**config.mk**
```make
export PLATFORM = sky130hd
export DESIGN_NAME = mem_arbiter
export DESIGN_NICKNAME = d
export VERILOG_FILES = /design/src/rtl/mem_arb_pkg.sv /design/src/rtl/rr_arb2.sv /design/src/rtl/mem_arbiter.sv
export SDC_FILE = /design/constraint.sdc
export NUM_CORES = 1
export LEC_CHECK = 0
export ABC_AREA = 1
export BUFFER_PORTS_ARGS = -buffer_cell sky130_fd_sc_hd__buf_2
export CORE_ASPECT_RATIO = 0.5
export CORE_UTILIZATION = 40
export CTS_CLUSTER_SIZE = 14
export DETAILED_ROUTE_END_ITERATION = 10
export PLACE_DENSITY_LB_ADDON = 0.05
export SETUP_SLACK_MARGIN = 0.15
export SLEW_MARGIN = 20
export SYNTH_ARGS = -nofsm -noshare
export SYNTH_HDL_FRONTEND = slang
export SYNTH_HIERARCHICAL = 1
export SYNTH_SLANG_ARGS = --single-unit
```
**constraint.sdc**
```tcl
create_clock -name clk -period 5.3 [get_ports clk]
set_input_delay 1.59 -clock clk [delete_from_list [all_inputs] [get_ports clk]]
set_output_delay 1.59 -clock clk [all_outputs]
set_load 0.01 [all_outputs]
```
**src/rtl/mem_arb_pkg.sv**
```systemverilog
// -----------------------------------------------------------------------------
// mem_arb_pkg
//   Shared types and constants for the memory arbiter slice.
//   - owner_t    : which requester owns the response coming back next cycle
//   - MEM_SIZE_DEFAULT / WORD_BYTES : memory geometry defaults
//   - owner_of_gnt : maps a one-hot/zero grant vector to an owner_t
// -----------------------------------------------------------------------------
package mem_arb_pkg;

  localparam int unsigned MEM_SIZE_DEFAULT = 256;
  localparam int unsigned WORD_BYTES       = 4;

  // Requester index order used by the arbiter grant vector.
  localparam int unsigned REQ_DATA   = 0;
  localparam int unsigned REQ_IFETCH = 1;

  typedef enum logic [1:0] {
    NONE   = 2'd0,
    DATA   = 2'd1,
    IFETCH = 2'd2
  } owner_t;

  // Grant vector is one-hot or zero; data has priority in the decode only
  // because both bits are never set together.
  function automatic owner_t owner_of_gnt(input logic [1:0] gnt);
    if (gnt[REQ_DATA])        return DATA;
    else if (gnt[REQ_IFETCH]) return IFETCH;
    else                      return NONE;
  endfunction

endpackage : mem_arb_pkg

```
**src/rtl/rr_arb2.sv**
```systemverilog
// -----------------------------------------------------------------------------
// rr_arb2
//   Two-requester round-robin arbiter. Grant is combinational in the request
//   cycle; the register `last` remembers the most recent winner so that a tie
//   goes to the other requester. After reset `last` points at requester 1, so
//   requester 0 wins the first tie.
//
// Ports
//   clk  in      clock
//   rst  in      synchronous active-high reset (forces gnt = 0)
//   req  in  [1:0] request per requester
//   gnt  out [1:0] one-hot or zero grant
// -----------------------------------------------------------------------------
module rr_arb2
  import mem_arb_pkg::*;
(
  input  logic       clk,
  input  logic       rst,
  input  logic [1:0] req,
  output logic [1:0] gnt
);

  // last_q = 1 : requester 1 was granted most recently.
  logic last_q;
  logic last_d;

  // NOTE: every output of a combinational block gets a default at the top so
  // no path leaves it unassigned, which would otherwise infer a latch.
  always_comb begin
    gnt    = 2'b00;
    last_d = last_q;
    if (!rst) begin
      if (req == 2'b11) begin
        gnt = last_q ? 2'b01 : 2'b10;
      end else begin
        gnt = req;
      end
      if (gnt != 2'b00) begin
        last_d = gnt[REQ_IFETCH];
      end
    end
  end

  // NOTE: state registers use non-blocking assignments so every flop samples
  // the pre-edge values regardless of block evaluation order.
  always_ff @(posedge clk) begin
    if (rst) begin
      last_q <= 1'b1;
    end else begin
      last_q <= last_d;
    end
  end

endmodule : rr_arb2

```
**src/rtl/mem_arbiter.sv**
```systemverilog
// -----------------------------------------------------------------------------
// mem_arbiter
//   Shares the single access port of the byte memory between the data port
//   (requester 0, load/store) and the instruction-fetch port (requester 1,
//   read only). The winner drives the memory in the grant cycle; the memory
//   returns read data one cycle later, which is routed to the requester
//   recorded in the owner register. Word accesses whose last byte falls
//   outside the memory are still granted but have no memory effect and
//   respond with err = 1 and rdata = 0.
//
// Ports
//   clk, rst                       clock, synchronous active-high reset
//   d_req/d_we/d_wmask/d_addr/d_wdata  data-port request (wmask bit 3 = byte at addr)
//   d_gnt                          data request accepted this cycle
//   d_rvalid/d_rdata/d_err         data response (one cycle after d_gnt)
//   i_req/i_addr                   fetch request
//   i_gnt                          fetch accepted this cycle
//   i_rvalid/i_rdata/i_err         fetch response (one cycle after i_gnt)
//   mem_wr_en/mem_wr_mask/mem_addr/mem_wdata  memory port drive
//   mem_rdata                      memory read data (valid cycle after address)
// -----------------------------------------------------------------------------
module mem_arbiter
  import mem_arb_pkg::*;
#(
  parameter int unsigned MEM_SIZE = MEM_SIZE_DEFAULT,
  parameter int unsigned ADDR_W   = 32
) (
  input  logic              clk,
  input  logic              rst,
  // data port
  input  logic              d_req,
  input  logic              d_we,
  input  logic [3:0]        d_wmask,
  input  logic [ADDR_W-1:0] d_addr,
  input  logic [31:0]       d_wdata,
  output logic              d_gnt,
  output logic              d_rvalid,
  output logic [31:0]       d_rdata,
  output logic              d_err,
  // fetch port
  input  logic              i_req,
  input  logic [ADDR_W-1:0] i_addr,
  output logic              i_gnt,
  output logic              i_rvalid,
  output logic [31:0]       i_rdata,
  output logic              i_err,
  // memory port 0
  output logic              mem_wr_en,
  output logic [3:0]        mem_wr_mask,
  output logic [ADDR_W-1:0] mem_addr,
  output logic [31:0]       mem_wdata,
  input  logic [31:0]       mem_rdata
);

  // ---------------------------------------------------------------------------
  // Arbitration
  // ---------------------------------------------------------------------------
  logic [1:0] gnt;

  rr_arb2 u_rr_arb2 (
    .clk (clk),
    .rst (rst),
    .req ({i_req, d_req}),
    .gnt (gnt)
  );

  assign d_gnt = gnt[REQ_DATA];
  assign i_gnt = gnt[REQ_IFETCH];

  // ---------------------------------------------------------------------------
  // Winner address and legality
  // ---------------------------------------------------------------------------
  logic [ADDR_W-1:0] win_addr;
  logic [ADDR_W:0]   last_byte;   // one extra bit so addr + 3 cannot wrap
  logic              addr_legal;

  always_comb begin
    win_addr = '0;
    if (d_gnt) begin
      win_addr = d_addr;
    end else if (i_gnt) begin
      win_addr = i_addr;
    end
  end

  assign last_byte  = {1'b0, win_addr} + (ADDR_W+1)'(WORD_BYTES - 1);
  assign addr_legal = (last_byte < (ADDR_W+1)'(MEM_SIZE));

  // ---------------------------------------------------------------------------
  // Memory drive (grant cycle)
  // ---------------------------------------------------------------------------
  assign mem_addr    = win_addr;
  assign mem_wr_en   = d_gnt & d_we & addr_legal;
  assign mem_wr_mask = d_wmask;
  assign mem_wdata   = d_wdata;

  // ---------------------------------------------------------------------------
  // Outstanding response bookkeeping
  // ---------------------------------------------------------------------------
  owner_t owner_q, owner_d;
  logic   err_q,   err_d;

  assign owner_d = owner_of_gnt(gnt);
  assign err_d   = (gnt != 2'b00) & ~addr_legal;

  always_ff @(posedge clk) begin
    if (rst) begin
      owner_q <= NONE;
      err_q   <= 1'b0;
    end else begin
      owner_q <= owner_d;
      err_q   <= err_d;
    end
  end

  // ---------------------------------------------------------------------------
  // Response routing (cycle after grant)
  //   A reset asserted in the response cycle drops the pending response, so
  //   the valid qualifiers are also gated with rst.
  // ---------------------------------------------------------------------------
  logic [31:0] resp_data;

  assign resp_data = err_q ? 32'h0 : mem_rdata;
  assign d_rvalid  = ~rst & (owner_q == DATA);
  assign i_rvalid  = ~rst & (owner_q == IFETCH);
  assign d_rdata   = d_rvalid ? resp_data : 32'h0;
  assign i_rdata   = i_rvalid ? resp_data : 32'h0;
  assign d_err     = d_rvalid & err_q;
  assign i_err     = i_rvalid & err_q;

endmodule : mem_arbiter

```
==> flow_metrics.tcl, run 1 <==
set metrics [dict create \
    status "complete, but fails checks" \
    violations "setup timing" \
    vias 5731 \
    layout_common_cells "262 x nand2_1, 202 x buf_2, 132 x buf_4" \
    critical_path_class "input port to output port" \
    grt_max_degree 66 \
    crit_top_cell "nand2_1" \
    r2r_setup_slack_ns 2.51 \
    clk_pin_slew_ns 0.03 \
    hold_path_class "flop to flop" \
    cts-root-buf "clkbuf_16" \
    grt_pass1_wl_microns 23000 \
    holdBufCountCts 0 \
    p_per_area_nw_per_um2 89.3 \
    syn_area_per_cell_sq_um 4.61 \
    synth_top_area_share_pct 32.5 \
    dieArea_sq_um 9120 \
    io_pins 276 \
    wl_per_cell_microns 14.5 \
    fin_worst_skew_ns 0.00261 \
    die_h_microns 68.0 \
    critPathArrivalTime_ns 3.91 \
    routed_wl_microns 16700 \
    timing.final.crit_share_pct 104 \
    route.detailed.drc 0 \
    clock_sinks 4 \
    r2r_cells 21 \
    slowest_stage "a21oi_4" \
    routabilityCongestion 0.979 \
    numPortBuffers 203 \
    track_usage_pct 32.7 \
    synthTopCellsByArea "nand2_1 33%, nand3_1 9.8%, nor3_1 9.8%" \
    initial_core_util_pct 42.4 \
    rsz0062_at_grt "yes" \
    synth-seq-cells 4 \
    antenna_cells 0 \
    yosysWarnings 6 \
    synth_area_sq_um 3490 \
    cts-buffers-inserted 3 \
    synthCells 757 \
    maxSlewViolCount 0 \
    cap_violations 0 \
    core_sq_um 8230 \
    grt_pass1_vias 4498 \
    finalWorstSetupSlack_ns -0.196 \
    ctsLongestPathBuffers 2 \
    worstHoldEndpoint "u_rr_arb2/last_q$_SDFFE_PP1P_" \
    antenna_found_initial 0 \
    h-tree-depth 1 \
    area_delta_synth_final_pct 69.9 \
    num_rows 23 \
    tightest_slew_ns 1.06 \
    first_pass_iters 5 \
    peakVddDrop_uv 149 \
    viasPerCell 4.96 \
    hold_depth 2 \
    cpPeakStageDelay_ns 0.16 \
    fin_total_pwr_uw 529 \
    fin_area_sq_um 5930 \
    path_cells "buf_8 > inv_6 > nand2_4 > a21oi_4 > buf_6 > buf_16 > buf_6 > nand3_1 > nand2_2 > nand2_2 > nor2_4 > nand2_2 > nor2_4 > nand2_1 > nand2_1 > nand2_1 > nor2_1 > nand2_1 > nor2_1 > nand3_1 > nor2_1 > buf_2" \
    grt_overflow 0 \
    crit_fanout 7 \
    worstPathRequired_ns 3.71 \
    drtIter0Drc 429 \
    final_common_cell "nand2_1" \
    antenna_left 0 \
    cts_tree "yes" \
    max_freq_mhz 182 \
    synth_seq_area_share_pct 2.30 \
    finalSetupViolations 1 \
    ys_types 22 \
    tns_ns -0.196 \
    r2r_end "err_q$_SDFF_PP0_" \
    worstSkewPairLatency_ns 0.22 \
    dp_hpwl_microns 13400 \
    leakage_uw 0.00344 \
    yosys.area.top_type "nand2_1" \
    period_needed_ns 5.50 \
    finalHoldViolCount 0 \
    startpoint_type "input port" \
    regToRegStartpoint "u_rr_arb2/last_q$_SDFFE_PP1P_" \
    place_area_sq_um 5150 \
    worstHoldStart "u_rr_arb2/last_q$_SDFFE_PP1P_" \
    place_ws_ns -0.270 \
    end_kind "output port" \
    drive_above_1_share_pct 47.3 \
    relSlewSlack_pct 29.2 \
    die_width_microns 134 \
    syn_nets 894 \
    finalNetCount 1182 \
]
critical path, delay by kind of cell:
family,cells,cell delay (ns)
AOI/OAI and AO/OA,1,0.16
buffers and inverters,6,0.67
and+or+nand+nor,15,1.48
timing repair:
action                                  4_1_cts  5_1_grt
gates cloned                                  2        1
buffers inserted                             10       13
hold endpoints to repair                      0        0
endpoints found under the setup margin        1        1
pin swaps                                    12       42
gates resized for setup                      45       80
state kept, by name, summed over array words and instances, names as in the netlist:
name,cells
err_q,1
owner_q,2
u_rr_arb2/last_q,1
where the power goes:
part	total, uW	leakage, uW	switching (uW)	internal (uW)
registers	40.5	0.0000332	8.44	32.1
logic	373	0.00337	208	165
clock network	116	0.0000370	19.5	96.2
total	529	0.00344	236	293
synthesized netlist by cell type:
cell type and count:
a21oi_1 2, o21ai_2 1, nor2_2 15, buf_1 4
nor3_1 68, clkbuf_1 9, o21ai_1 1, clkinv_1 1
buf_2 6, nand3_2 1, buf_6 8, nand4_1 12
nand3_1 68, buf_4 41, dfxtp_1 4, nor2_4 4
nor2_1 89, nand2_2 29, inv_2 7, inv_1 84
o21bai_1 1, nand2_1 302
kinds of logic after synthesis:
logic type,after synthesis,share of synthesized area [%]
DFF,4,2.30
buffers and inverters,160,23.6
and+or+nand+nor,588,73.2
AOI/OAI and AO/OA,5,0.897
stage by stage:
stage | utilization, % | hold slack (ns) | cells
finish | 72.0 | 0.552 | 1155
global route | 72.0 | 0.581 | 1155
CTS | 66.9 | 0.547 | 1141
detailed placement | 62.6 | 0.544 | 1126
global placement | 62.6 | 0.545 | 1126
floorplan | - | 0.479 | 757
per-layer routing:
metal | up-vias | global-route usage, % | part of all wire (%)
met2 | 312 | 49.6 | 42
li1 | 2867 | - | -
met5 | - | 0 | 0
met4 | 0 | 1.69 | 0.60
met1 | 2539 | 46.7 | 45
met3 | 13 | 10.0 | 12
cell type report:
class,instances,area [sq um]
repair buffers,351,2310
inverters,92,350
flip-flops and latches,4,81.3
clock buffers,3,75.1
fillers,775,2300
well taps,112,140
multi-input cells,593,2970
how the worst max path moves through the flow:
stage	slack [ns]	to	depth (start not counted)	from
6_report	-0.20	mem_wr_en	22	rst
3_3_place_gp	-0.23	mem_wr_en	22	rst
5_1_grt	-0.37	mem_wr_en	22	rst
3_5_place_dp	-0.27	mem_wr_en	21	rst
2_1_floorplan	0.16	mem_wr_en	19	rst
4_1_cts	-0.16	mem_wr_en	23	rst
Power figures use the tool's default switching activity.
==> run 2, diff against run 1 <==
ABC_AREA = default   (was 1)
CORE_AREA = 2 2 108 110   (was default)
CORE_ASPECT_RATIO = default   (was 0.5)
CORE_UTILIZATION = default   (was 40)
DIE_AREA = 0 0 110 112   (was default)
==> flow_metrics.tcl, run 2 <==
set metrics [dict create \
    cts-root-buf "clkbuf_16" \
    crit_top_cell "buf_4" \
    drtIter0Drc 184 \
    synth_edf_count 0 \
    finalSetupViolations 1 \
    dieArea_sq_um 12300 \
    drive_above_1_share_pct 53.6 \
    cap_violations 0 \
    synth_common_cells "82 x nand2_1, 76 x nor2_1, 37 x buf_4" \
    yosysWarnings 6 \
    fin_area_sq_um 4110 \
    worstPathRequired_ns 3.71 \
    topRoutingLayerUsed "met5" \
    multi_input_area_sq_um 1730 \
    largest_reg_flops 2 \
    hold_path_class "flop to flop" \
    clk_pin_slew_ns 0.03 \
    post-synth-top-count-cell "nand2_1" \
    startpoint_type "input port" \
    ys_types 53 \
    synth-seq-cells 4 \
    antenna_found_initial 1 \
    finalHoldViolCount 0 \
    worstSkewPairLatency_ns 0.22 \
    dp_hpwl_microns 8960 \
    grt_pass1_wl_microns 16100 \
    violations "setup timing" \
    initial_core_util_pct 18.9 \
    vias 3542 \
    wl_per_cell_microns 14.4 \
    leakage_uw 0.00229 \
    period_needed_ns 6.05 \
    wl_met1_microns 4130 \
    critPathArrivalTime_ns 4.46 \
    peakVddDrop_uv 86.8 \
    fillCellCount 1236 \
    top_register "owner_q" \
    largest_registers "owner_q: 2 flops, err_q: 1 flops, u_rr_arb2/last_q: 1 flops" \
    route.detailed.drc 0 \
    p_per_area_nw_per_um2 100 \
    h-tree-depth 1 \
    slowest_stage "a2111oi_4" \
    wl_met2_microns 6110 \
    end_kind "output port" \
    timing.final.crit_share_pct 114 \
    die_width_microns 110 \
    max_freq_mhz 165 \
    area_delta_synth_final_pct 94.7 \
    synthArstFlopShare_pct 0 \
    final_common_cell "buf_2" \
    routabilityCongestion 0.831 \
    status "complete, but fails checks" \
    syn_nets 511 \
    synth_top_area_share_pct 14.6 \
    worstHoldStart "u_rr_arb2/last_q$_SDFFE_PP1P_" \
    wl_met3_microns 737 \
    r2r_setup_slack_ns 2.25 \
    ctsLongestPathBuffers 2 \
    numPortBuffers 203 \
    fin_total_pwr_uw 412 \
    synthCells 374 \
    crit_family "buffers and inverters" \
    grt_max_degree 35 \
    synth-main-ff-cell "dfxtp_1" \
    synth_area_sq_um 2110 \
    regToRegStartpoint "u_rr_arb2/last_q$_SDFFE_PP1P_" \
    path_cells "buf_6 > nor2b_4 > nor3b_4 > buf_6 > buf_12 > buf_8 > nand4b_1 > buf_4 > buf_4 > buf_4 > buf_4 > buf_4 > a2111oi_4 > xnor2_1 > nand4_1 > nor4_2 > buf_4 > and3_4 > buf_6" \
    clock_sinks 4 \
    seq_area_sq_um 80.1 \
    critical_path_class "input port to output port" \
    synth_seq_area_share_pct 3.80 \
    fin_worst_skew_ns 0.00184 \
    antenna_cells 0 \
    relSlewSlack_pct 39.1 \
    synthTopCellsByArea "nand2_1 15%, nor2_1 14%, buf_4 13%" \
    grt_overflow 0 \
    layout_common_cells "200 x buf_2, 95 x buf_4, 79 x nand2_1" \
    worstHoldEndpoint "u_rr_arb2/last_q$_SDFFE_PP1P_" \
    num_rows 39 \
    hold_depth 2 \
    rsz0062_at_grt "yes" \
    first_pass_iters 4 \
    io_pins 276 \
    place_area_sq_um 3660 \
    cts-buffers-inserted 3 \
    r2r_cells 16 \
    routed_wl_microns 11100 \
    cpPeakStageDelay_ns 0.34 \
    crit_fanout 7 \
    antenna_left 0 \
    finalWorstSetupSlack_ns -0.753 \
    r2r_end "err_q$_SDFF_PP0_" \
    core_sq_um 11200 \
    cts_tree "yes" \
    viasPerCell 4.59 \
    maxSlewViolCount 0 \
    crit_buf_inv 11 \
    grt_pass1_vias 3299 \
    yosys.area.top_type "nand2_1" \
    tightest_slew_ns 0.908 \
    die_h_microns 112 \
    track_usage_pct 16.3 \
    syn_area_per_cell_sq_um 5.64 \
    finalNetCount 768 \
]
[run 2: cell count changes in the layout (fill, tap and decap cells not counted), sizes merged, moves of 20 or more]
| cell | delta |
|---|---|
| inv | -84 |
| o21ai | +20 |
| nand2 | -249 |
| nor3 | -67 |
| nor2 | -32 |
| buf | -41 |
| nand3 | -51 |
[run 2: how the worst max path moves through the flow]
stage	start	to	slack (ns)	cells after the start
after global routing	i_req	mem_wr_en	-0.97	17
after detailed placement	i_req	mem_wr_en	-0.87	16
final	i_req	mem_wr_en	-0.75	19
after floorplan	i_req	mem_wr_en	-0.35	12
after global placement	i_req	mem_wr_en	-0.80	15
after CTS	i_req	mem_wr_en	-0.77	17
[run 2: stage by stage]
step | util (%) | hold WS [ns] | TNS (ns) | setup WS [ns] | std cells
2_1_floorplan | - | 0.507 | -0.353 | -0.353 | 374
3_3_place_gp | 32.8 | 0.630 | -0.796 | -0.796 | 744
3_5_place_dp | 32.8 | 0.634 | -0.871 | -0.871 | 744
4_1_cts | 35.5 | 0.642 | -0.767 | -0.767 | 757
5_1_grt | 36.7 | 0.737 | -0.971 | -0.971 | 772
6_report | 36.7 | 0.669 | -0.753 | -0.753 | 772
[run 2: final cells by class]
type,count,area share [%]
timing repair buffer,312,49.0
multi-input combinational,301,42.1
tap,143,4.36
sequential,4,1.95
clock buffer,3,1.83
inverter,9,0.823
[run 2: metal layers]
metal	up-vias	global-route usage (%)
met5	-	0
li1	1784	-
met2	155	33.1
met3	12	2.17
met1	1589	17.4
met4	2	2.62
[run 2: worst register-to-register path, delay by kind of cell (launching register included)]
family | cells | cell delay (ns)
flops | 1 | 0.34
buf+inv | 6 | 0.85
simple gates | 7 | 0.97
compound gates | 3 | 0.81
[run 2: logic make-up after synthesis]
logic type / synth area share [%]
xor gates and xnor gates: 2.08
buffers and inverters: 19.5
DFF: 3.80
and+or+nand+nor: 51.5
AOI/OAI and AO/OA: 23.1
[run 2: power by group]
part           internal (uW)  switching [uW]
Sequential              32.0            1.16
Combinational            135             128
Clock                   96.3            19.8
Total                    263             149
[run 2: repair_timing]
action / CTS / global route
endpoints found under the setup margin: 1 / 1
hold buffers: 0 / 0
pin swaps: 14 / 10
resized for setup: 20 / 3
endpoints found under the hold margin: 0 / 0
cloned: 2 / 1
buffers inserted: 8 / 14
==> run 3, diff against run 2 <==
CELL_PAD_IN_SITES_DETAIL_PLACEMENT = 1   (was default)
CELL_PAD_IN_SITES_GLOBAL_PLACEMENT = 2   (was default)
CORE_AREA = default   (was 2 2 108 110)
CORE_ASPECT_RATIO = 0.5   (was default)
CORE_UTILIZATION = 13   (was default)
DIE_AREA = default   (was 0 0 110 112)
SETUP_SLACK_MARGIN = default   (was 0.15)
==> flow_metrics.tcl, run 3 (same netlist as run 2, synthesis figures left out) <==
set metrics [dict create \
    first_pass_iters 5 \
    finalNetCount 772 \
    finalSetupViolations 1 \
    num_rows 32 \
    largest_reg_flops 2 \
    critPathArrivalTime_ns 4.49 \
    drtIter0Drc 119 \
    grt_pass1_wl_microns 20300 \
    drive_above_1_share_pct 55.0 \
    viasPerCell 4.30 \
    largest_registers "owner_q: 2 flops, err_q: 1 flops, u_rr_arb2/last_q: 1 flops" \
    route.detailed.drc 0 \
    cts-buffers-inserted 3 \
    cts-root-buf "clkbuf_16" \
    finalHoldViolCount 0 \
    wl_per_cell_microns 16.2 \
    tightest_slew_ns 0.992 \
    peakVddDrop_uv 82.7 \
    die_width_microns 182 \
    crit_fanout 8 \
    dieArea_sq_um 16800 \
    layout_common_cells "201 x buf_2, 95 x buf_4, 78 x nand2_1" \
    antenna_found_initial 0 \
    routed_wl_microns 13600 \
    fin_worst_skew_ns 0.00278 \
    cts_tree "yes" \
    relSlewSlack_pct 33.4 \
    grt_max_degree 35 \
    track_usage_pct 15.0 \
    top_register "owner_q" \
    core_sq_um 15600 \
    cap_violations 0 \
    rsz0062_at_grt "yes" \
    worstSkewPairLatency_ns 0.22 \
    numPortBuffers 203 \
    initial_core_util_pct 13.5 \
    vias 3602 \
    startpoint_type "input port" \
    timing.final.crit_share_pct 115 \
    grt_overflow 0 \
    maxSlewViolCount 0 \
    ctsLongestPathBuffers 2 \
    area_delta_synth_final_pct 104 \
    fin_util_pct 27.5 \
    max_freq_mhz 164 \
    violations "setup timing" \
    end_kind "output port" \
    critical_path_class "input port to output port" \
    clk_pin_slew_ns 0.03 \
    routabilityCongestion 0.748 \
    fillCellCount 1990 \
    hold_slack_ns 0.634 \
    die_h_microns 92.1 \
    period_needed_ns 6.08 \
    clock_sinks 4 \
    antenna_cells 0 \
    io_pins 276 \
    h-tree-depth 1 \
    leakage_uw 0.00236 \
    multi_input_area_sq_um 1770 \
    seq_area_sq_um 80.1 \
    finalWorstSetupSlack_ns -0.780 \
    final_common_cell "buf_2" \
    grt_pass1_vias 3639 \
    antenna_left 0 \
    dp_hpwl_microns 11000 \
    status "complete, but fails checks" \
    p_per_area_nw_per_um2 99.6 \
    hold_path_class "flop to flop" \
    worstPathRequired_ns 3.71 \
]
[run 3: repair_timing]
action,4_1_cts,5_1_grt
hold endpoints to repair,0,0
pin swaps,17,8
hold buffers,0,0
setup buffers,17,1
endpoints found under the setup margin,1,1
cloned,3,1
resized for setup,27,7
[run 3: worst max-delay path: stages]
cell,delay [ns]
buf_6,0.09
nor2b_4,0.12
nor3b_4,0.32
buf_6,0.21
buf_12,0.15
nand2_4,0.05
a222oi_1,0.32
buf_4,0.21
nand3_4,0.07
or4b_1,0.46
nand2_1,0.07
nand4_1,0.11
nor4_2,0.29
buf_4,0.16
and3_4,0.16
buf_6,0.10
[run 3: per-layer routing]
metal | track usage (%) | share of wire (%) | vias to the layer above
met5 | 0 | 0 | -
met4 | 2.94 | 1.3 | 0
met3 | 1.03 | 4.2 | 31
met2 | 26.1 | 47 | 115
met1 | 20.5 | 47 | 1663
li1 | - | - | 1793
[run 3: cell type report]
class	instances	area share, %
Timing Repair Buffer	316	48.5
Multi-Input combinational cell	301	41.2
Tap cell	204	5.94
Sequential cell	4	1.86
Clock buffer	3	1.75
Inverter	9	0.787
[run 3: report_power, final]
group | switching (uW) | internal, uW | leakage (uW)
sequential | 1.02 | 32.0 | 0.0000329
clock | 21.2 | 96.4 | 0.0000370
combinational | 136 | 141 | 0.00229
total | 158 | 269 | 0.00236
[run 3: worst paths after layout]
kind,cells after the start,slack (ns),start,endpoint
max reg2reg,16,2.14,u_rr_arb2/last_q$_SDFFE_PP1P_,err_q$_SDFF_PP0_
min reg2reg,2,0.63,u_rr_arb2/last_q$_SDFFE_PP1P_,u_rr_arb2/last_q$_SDFFE_PP1P_
min,2,0.63,u_rr_arb2/last_q$_SDFFE_PP1P_,u_rr_arb2/last_q$_SDFFE_PP1P_
max,16,-0.78,i_req,mem_wr_en
[run 3: metrics by stage]
step	power [uW]	std cells	TNS, ns	cell area (sq um)	worst slack [ns]
2_1_floorplan	165	374	-0.353	2180	-0.353
3_3_place_gp	285	813	-0.860	3820	-0.860
3_5_place_dp	284	813	-0.931	3820	-0.931
4_1_cts	429	835	-0.771	4230	-0.771
5_1_grt	460	837	-0.935	4290	-0.935
6_report	428	837	-0.780	4290	-0.780
